--- src/rtl/proj_mem_unloader.sv ---
// Streams a window of the Q/K/V projection SRAM out over a valid/ready port.
// Reads are credit-limited so every word in flight always has a FIFO slot waiting for it.
module proj_mem_unloader #(
    parameter int unsigned READ_LAT   = 2,
    parameter int unsigned AW         = 7,
    parameter int unsigned DW         = 128,
    parameter int unsigned FIFO_DEPTH = READ_LAT + 3
) (
    input  logic          clk,
    input  logic          rst,
    input  logic          start,
    input  logic [1:0]    sel,
    input  logic [AW-1:0] base_addr,
    input  logic [AW:0]   num_words,
    output logic [1:0]    mem_sel,
    output logic          mem_ceb,
    output logic          mem_web,
    output logic [AW-1:0] mem_addr,
    input  logic [DW-1:0] mem_dout,
    output logic          out_valid,
    input  logic          out_ready,
    output logic [DW-1:0] out_data,
    output logic [AW-1:0] out_addr,
    output logic          out_last,
    output logic          busy,
    output logic          done
);
    localparam int unsigned NW = AW + 1;
    localparam int unsigned PW = (FIFO_DEPTH > 1) ? $clog2(FIFO_DEPTH) : 1;
    localparam int unsigned CW = $clog2(FIFO_DEPTH + 1);
    localparam int unsigned EW = DW + AW + 1;

    typedef enum logic [1:0] {IDLE, READ, DRAIN, DONE} state_e;

    state_e              state_q, state_d;
    logic [1:0]          sel_q, sel_d;
    logic [AW-1:0]       base_q, base_d;
    logic [NW-1:0]       num_q, num_d;
    logic [NW-1:0]       issued_q, issued_d;
    logic [CW-1:0]       credit_q, credit_d;
    logic [CW-1:0]       occ_q, occ_d;
    logic                ceb_q, ceb_d;
    logic [AW-1:0]       addr_q, addr_d;
    logic [READ_LAT-1:0] pv_q, pv_d;
    logic [READ_LAT-1:0] pl_q, pl_d;
    logic [AW-1:0]       pa_q [READ_LAT];
    logic [AW-1:0]       pa_d [READ_LAT];
    logic [EW-1:0]       fifo_q [FIFO_DEPTH];
    logic [EW-1:0]       fifo_d [FIFO_DEPTH];
    logic [PW-1:0]       rd_q, rd_d, wr_q, wr_d;
    logic                out_valid_q, out_valid_d;
    logic                busy_q, busy_d;
    logic                done_q, done_d;

    logic                issue;
    logic                pop;
    logic                push;
    logic [EW-1:0]       head;

    assign issue = ~ceb_q;
    assign pop   = out_valid_q & out_ready;
    assign push  = pv_q[READ_LAT-1];
    assign head  = fifo_q[rd_q];

    function automatic logic [PW-1:0] ptr_inc(input logic [PW-1:0] p);
        return (p == PW'(FIFO_DEPTH - 1)) ? '0 : p + PW'(1);
    endfunction

    always_comb begin
        state_d     = state_q;
        sel_d       = sel_q;
        base_d      = base_q;
        num_d       = num_q;
        issued_d    = issued_q + NW'(issue);
        credit_d    = credit_q + CW'(issue) - CW'(pop);
        occ_d       = occ_q + CW'(push) - CW'(pop);
        rd_d        = rd_q;
        wr_d        = wr_q;
        fifo_d      = fifo_q;
        addr_d      = addr_q;
        ceb_d       = 1'b1;
        pv_d        = '0;
        pl_d        = '0;
        pa_d        = pa_q;

        // Capture pipeline: stage k holds the read issued k+1 cycles ago.
        pv_d[0] = issue;
        pl_d[0] = issue && (issued_q == num_q - NW'(1));
        pa_d[0] = addr_q;
        for (int k = 1; k < int'(READ_LAT); k++) begin
            pv_d[k] = pv_q[k-1];
            pl_d[k] = pl_q[k-1];
            pa_d[k] = pa_q[k-1];
        end

        if (push) begin
            fifo_d[wr_q] = {mem_dout, pa_q[READ_LAT-1], pl_q[READ_LAT-1]};
            wr_d         = ptr_inc(wr_q);
        end
        if (pop) begin
            rd_d = ptr_inc(rd_q);
        end

        case (state_q)
            IDLE: begin
                if (start && (sel != 2'd3)) begin
                    sel_d    = sel;
                    base_d   = base_addr;
                    num_d    = num_words;
                    issued_d = '0;
                    state_d  = READ;
                end
            end
            READ: begin
                // An empty readout spends its single READ cycle and goes straight to DONE.
                if (issued_d == num_q) begin
                    state_d = (num_q == '0) ? DONE : DRAIN;
                end
            end
            DRAIN: begin
                if (pop && head[0]) begin
                    state_d = DONE;
                end
            end
            DONE: begin
                state_d = IDLE;
            end
            default: state_d = IDLE;
        endcase

        // Decide next cycle's issue now so the SRAM controls come straight from flops.
        if ((state_d == READ) && (issued_d < num_d) && (credit_d < CW'(FIFO_DEPTH))) begin
            ceb_d  = 1'b0;
            addr_d = base_d + issued_d[AW-1:0];
        end

        out_valid_d = (occ_d != '0);
        busy_d      = (state_d != IDLE);
        done_d      = (state_d == DONE);
    end

    always_ff @(posedge clk) begin
        if (rst) begin
            state_q     <= IDLE;
            sel_q       <= '0;
            base_q      <= '0;
            num_q       <= '0;
            issued_q    <= '0;
            credit_q    <= '0;
            occ_q       <= '0;
            ceb_q       <= 1'b1;
            addr_q      <= '0;
            pv_q        <= '0;
            pl_q        <= '0;
            for (int k = 0; k < int'(READ_LAT); k++) begin
                pa_q[k] <= '0;
            end
            for (int k = 0; k < int'(FIFO_DEPTH); k++) begin
                fifo_q[k] <= '0;
            end
            rd_q        <= '0;
            wr_q        <= '0;
            out_valid_q <= 1'b0;
            busy_q      <= 1'b0;
            done_q      <= 1'b0;
        end else begin
            state_q     <= state_d;
            sel_q       <= sel_d;
            base_q      <= base_d;
            num_q       <= num_d;
            issued_q    <= issued_d;
            credit_q    <= credit_d;
            occ_q       <= occ_d;
            ceb_q       <= ceb_d;
            addr_q      <= addr_d;
            pv_q        <= pv_d;
            pl_q        <= pl_d;
            pa_q        <= pa_d;
            fifo_q      <= fifo_d;
            rd_q        <= rd_d;
            wr_q        <= wr_d;
            out_valid_q <= out_valid_d;
            busy_q      <= busy_d;
            done_q      <= done_d;
        end
    end

    assign mem_sel   = sel_q;
    assign mem_ceb   = ceb_q;
    assign mem_web   = 1'b1;
    assign mem_addr  = addr_q;
    assign out_valid = out_valid_q;
    assign out_data  = head[EW-1 -: DW];
    assign out_addr  = head[AW:1];
    assign out_last  = head[0] & out_valid_q;
    assign busy      = busy_q;
    assign done      = done_q;

endmodule

--- config.mk ---
export PLATFORM = sky130hd
export DESIGN_NAME = proj_mem_unloader
export DESIGN_NICKNAME = d
export VERILOG_FILES = /design/src/rtl/proj_mem_unloader.sv
export SDC_FILE = /design/constraint.sdc
export NUM_CORES = 2
export LEC_CHECK = 0
export ABC_AREA = 0
export BUFFER_PORTS_ARGS = -buffer_cell sky130_fd_sc_hd__buf_2
export CAP_MARGIN = 20
export CORE_MARGIN = 2
export CORE_UTILIZATION = 59
export CTS_CLUSTER_DIAMETER = 120
export CTS_CLUSTER_SIZE = 30
export DETAILED_ROUTE_END_ITERATION = 8
export MAX_ROUTING_LAYER = met4
export PLACE_DENSITY = 0.8
export REMOVE_ABC_BUFFERS = 1
export SYNTH_ARGS = -nofsm -noshare
export SYNTH_HDL_FRONTEND = slang
export SYNTH_SLANG_ARGS = --single-unit
export TNS_END_PERCENT = 30
--- constraint.sdc ---
create_clock -name clk -period 4.9 [get_ports clk]
set_input_delay 0.735 -clock clk [delete_from_list [all_inputs] [get_ports clk]]
set_output_delay 0.735 -clock clk [all_outputs]
set_load 0.02 [all_outputs]
# Yosys cells after proc, flatten, opt, wreduce, memory -nomap -nowiden
# Cells that the tools add are included.
# totals
regBits	748
latchBits	0
ramBits	0
romBits	0
in_bits	149
wordCells	83
mem_count	0
# op_classes
addsub	9
n_mul	0
n_div	0
n_lt_le_gt_ge	5
eq_ne	10
n_shift	0
mux	20
n_bitwise	5
n_reduce_logical	11
# op_table
op	count
$bwmux W680	1
$bmux W136 S3	1
$demux W136 S3	1
$mux W136	3
$mux W8	4
$eq A8 B8 Y1	2
$mux W7	2
$add A8 B1 Y8	1
$ge A4 B4 Y1 const B	2
$logic_not A8 Y1	1
$lt A8 B8 Y1	1
$not A3 Y4	2
$pmux W2 S4	1
$sub A8 B1 Y8 const B	1
$add A7 B7 Y7	1
$add A3 B1 Y3	2
$add A3 B1 Y3 const B	2
$eq A2 B2 Y1 const B	3
$eq A3 B3 Y1 const B	2
$logic_and A1 B1 Y1	6
$mux W2	3
$mux W3	2
$sub A3 B1 Y3	2
$eq A2 B1 Y1 const B	2
10 further kinds	12

# Longest topological paths before layout
# depth
ltp_word	11
ltp_mapped	17
depth_no_buf	14

# Worst setup path before layout
# No wires, ideal clock.
# synth_timing
path_type	input-to-reg
startpoint	in start
endpoint	reg addr_q[0] (netlist: mem_addr[0])
t_arrival_ns	3.498
t_required_ns	4.779
setup_slack_ns	1.281
stages	12
n_path_buf	2
path_cell_list	or3b_4 a21oi_2 buf_2 clkbuf_1 a21oi_1 ha_1 a21oi_1 o21ai_0 nor4_1 o21ai_1 a211oi_4 mux2_2
# synth_between
elab_chain_len	6
word_cells_on_any_way	14
classes_between	1 x add/sub; 1 x order compare; 1 x eq/ne; 8 x mux; 3 x reduce/logical
# synth_lines
element	line	text
start, declared	11	input logic start,
$logic_and A1 B1 Y1 *	106	if (start && (sel != 2'd3)) begin
$mux W8 / $mux W2 (equally long branches)	106	
$mux W8 / $pmux W2 S4 (equally long branches)	104	case (state_q)
$lt A8 B8 Y1 / $eq A2 B1 Y1 (equally long branches)	132	if ((state_d == READ) && (issued_d < num_d) && (credit_d < CW'(FIFO_DEPTH))) begin
$logic_and A1 B1 Y1 (2 in series)	132	
end signal, assigned	175	addr_q <= addr_d;
end, declared	43	logic [AW-1:0] addr_q, addr_d;
# Mark *: on every way between the ends. The rest lies on a longest branch, timed or not.
# A chain may end at the register's enable or synchronous reset.

# Final worst setup path
# layout_timing
startpoint	reg rd_q[0]
endpoint	out out_data[43]
# layout_between
elab_chain_len	4
# layout_lines
element	line	text
start, declared	50	logic [PW-1:0] rd_q, rd_d, wr_q, wr_d;
start signal, assigned	180	rd_q <= rd_d;
$not A3 Y4 (not written as such)	63	assign head = fifo_q[rd_q];
$bmux W136 S3	63	
$mux W136 (not written as such) (2 in series)	63	
end, declared	22	output logic [DW-1:0] out_data,
# Every way passes these cells. The select of a mux whose other input is x is not followed.

==> flow_summary_export.csv <==
group,metric,value,unit
worst_setup_path,rrSetupSlack,1.11,ns
finish,fin_cells,4434,
global_routing,grt_max_degree,141,
clock_tree,clockBufferDepth,3,
pwr,p_total,10.8,mW
global_routing,grt_pass1_vias,24700,
flow_run,maxCapViolCount,0,
place,io_buffers,297,
synthesis,netlist_area,31000,um2
timing,period_needed,3.87,ns
pwr,clock_power_share,26.9,%
routing,drt_iter0_drc,2530,
routing,drc,0,
clock_tree,cts_setup_buffers,0,
timing,worst_slack,1.03,ns
place,placed_cell_area,32700,um2
timing,whs,0.373,ns
synthesis,synth_edf_count,0,
synthesis,synth-seq-cells,748,
clock_tree,htreeDepth,1,
worst_setup_path,crit_chain,"buf_4 > mux4_2 > a22o_1 > buf_2",
floorplanning,dieWidth,233,um
clock_tree,cts_hold_buffers,0,
timing,worst_pin_slew,1.08,ns
routing,final_antenna_net_count,0,
synthesis,synth_compound_area_share,16.0,%
routing,drt_wl_total,83600,um
worst_setup_path,critPathMaxStageDelay,0.83,ns
worst_hold_path,min_from,"mem_dout[105]",
place,place.gp.congestion,0.908,
timing,clock.fmax,258,MHz
pwr,p_comb_share,14.2,%
clock_tree,cts-buffers-inserted,28,
pwr,internal-power,7.91,mW
floorplanning,coreArea,51600,um2
clock_tree,clkLatencyLatePin,0.63,ns
synthesis,synthSimpleGateAreaFrac,18.9,%
synthesis,ys_seq_area_share,48.3,%
worst_setup_path,cp.arrival,3.14,ns
floorplanning,rows,83,
worst_setup_path,startpoint,"rd_q[0]",
timing,maxSlewViolCount,0,
pwr,power_leakage,11.5,nW
global_routing,grtUsageTotal,31.0,%
timing,setup_viol,0,
finish,area_delta_synth_final,8.04,%
run_status,outcome,"finished clean",
routing,viasPerCell,5.86,
worst_setup_path,slowest_stage,"dfxtp_4",
worst_setup_path,cp_max_fo,35,
clock_tree,postCtsResizedCells,0,
synthesis,synth_top_family_by_area,"simple AND/OR/NAND/NOR gates",
clock_tree,clockRootBuffer,"clkbuf_16",
floorplanning,die-area,54400,um2
timing,finalHoldViolCount,0,
worst_setup_path,critPathCaptureType,"primary output",
timing,max_slew_margin,28.3,%
worst_setup_path,r2r-start,"state_q[0]",
synthesis,synth_ff_type,"dfxtp_1",
routing,vias,26000,
timing,rsz0062_at_grt,"no",
pwr,power.density,323,nW/um2
worst_setup_path,start_kind,"flop",
finish,fin_nets,3913,
floorplanning,die-height,233,um
finish,final_common_cell,"nand2_1",
routing,wl_per_cell,18.8,um
place,dp_hpwl,46900,um
finish,most-common-layout-cells,"1392 x nand2_1, 746 x dfxtp_1, 704 x a21oi_1",
timing,finalSetupTns,0,ns
global_routing,grtUsageMet3,4.44,%
synthesis,synth_cell_types,55,
synthesis,synth_xor_area_share,0.893,%
synthesis,synthAdderAreaFrac,1.16,%
worst_hold_path,hold_class,"input pin to flop",
routing,dr.pass1.iters,6,
clock_tree,cts_sinks,748,
global_routing,grtUsageMet2,49.6,%
worst_setup_path,critical_path_class,"flop to primary output",
finish,fin_util,64.8,%
worst_setup_path,cp_data_required_time,4.16,ns
synthesis,muxShareOfSynthArea,10.4,%
pwr,seqPwrFrac,58.9,%
timing,finalCritPeriodShare,79.0,%
global_routing,grtUsageMet1,41.4,%
global_routing,gr-total-overflow,0,
place,dp_slack,0.802,ns
place,dp.cells,4386,
global_routing,grt_pass1_wl,132000,um
floorplanning,boundaryPins,299,
pwr,switching_share,26.7,%
global_routing,busiest_layer,"met2",
synthesis,syn_area_per_cell,8.43,um2
synthesis,synth-async-reset-ratio,0,%
clock_tree,path_clk_slew,0.12,ns
floorplanning,start_util,60.0,%
global_routing,grt_antenna_before_repair,15,
pwr,p_switching,2.89,mW
clock_tree,cts_tree,"built",
timing,skew,0.0363,ns
synthesis,netlist_instances,3675,
pwr,ir_worst_vdd,0.258,mV
finish,fin_area,33500,um2
synthesis,yosys_warnings,0,
finish,layout-drive-gt1-share,14.4,%
## layer usage
metal	up-vias	share of wire, %
met3	109	8.5
met1	12400	41
met2	994	48
met4	0	2.1
met5	-	0
li1	12400	-
## power by group through the flow
stage               logic [mW]  clock network (mW)  registers, mW
global route              1.67                3.16           6.38
detailed placement        1.53                   0           6.50
finish                    1.54                2.91           6.36
global placement          1.52                   0           6.49
floorplan                0.897                   0           6.57
CTS                       1.54                2.96           6.36
## cells in the mapped netlist, drive strengths merged, types with 2 or more instances
master | n | area (um2)
nand2 | 1393 | 5230
dfxtp | 748 | 15000
a21oi | 705 | 3530
clkbuf | 262 | 983
mux4 | 136 | 3060
a22o | 135 | 1180
buf | 48 | 255
nor2 | 48 | 180
ha | 24 | 300
inv | 24 | 90.1
nor2b | 23 | 144
nor3 | 16 | 85.1
xnor2 | 15 | 131
xor2 | 14 | 123
nand3 | 10 | 62.6
o21ai | 9 | 45.0
mux2 | 7 | 78.8
mux2i | 7 | 70.1
nand2b | 6 | 37.5
a211oi | 4 | 42.5
a31oi | 3 | 18.8
fa | 3 | 60.1
nand3b | 3 | 22.5
nand4 | 3 | 18.8
nor4 | 3 | 18.8
a21o | 2 | 15.0
a22oi | 2 | 15.0
a311oi | 2 | 23.8
a41oi | 2 | 17.5
and3 | 2 | 12.5
## area by class of cell
type                    count  area [um2]
diodes                     16        40.0
clock buffers              31         743
fillers                  4289       18100
inverters                  24        92.6
multi-input cells        2593       14800
flip-flops and latches    748       15000
well taps                 680         851
repair buffers            342        1990
## final timing paths
path,endpoint,cells after the start
setup / recovery,out_data[43],4
hold / removal,fifo_q[521],3
setup reg to reg,mem_addr[6],11
hold reg to reg,pa_q[6],1
## cells by family (layout without fill, tap and decap cells)
| group | after synthesis | in the layout |
|---|---|---|
| xor gates and xnor gates | 30 | 30 |
| other | 1 | 17 |
| muxes | 150 | 150 |
| AOI/OAI and AO/OA | 871 | 871 |
| DFF | 748 | 748 |
| adders and majority gates | 27 | 27 |
| buffers and inverters | 334 | 397 |
| and+or+nand+nor | 1514 | 1514 |
## critical path: cells and delay by family (launching register included)
kind                   cells  cell delay, ns
flip-flops                 1            0.83
AO/OA/AOI/OAI              1            0.25
buffers and inverters      2            0.81
multiplexers               1            0.57
## state kept, by name, summed over array words and instances (netlist names)
name / count
mem_addr: 7
pv_q: 2
occ_q: 3
pl_q: 2
num_q: 8
done: 1
pa_q: 7
rd_q: 3
out_valid: 1
fifo_q: 680
issued_q: 8
state_q: 2
credit_q: 3
pa_d: 7
busy: 1
base_q: 7
wr_q: 3
mem_sel: 2
mem_ceb: 1
(Power assumes the default switching activity.)
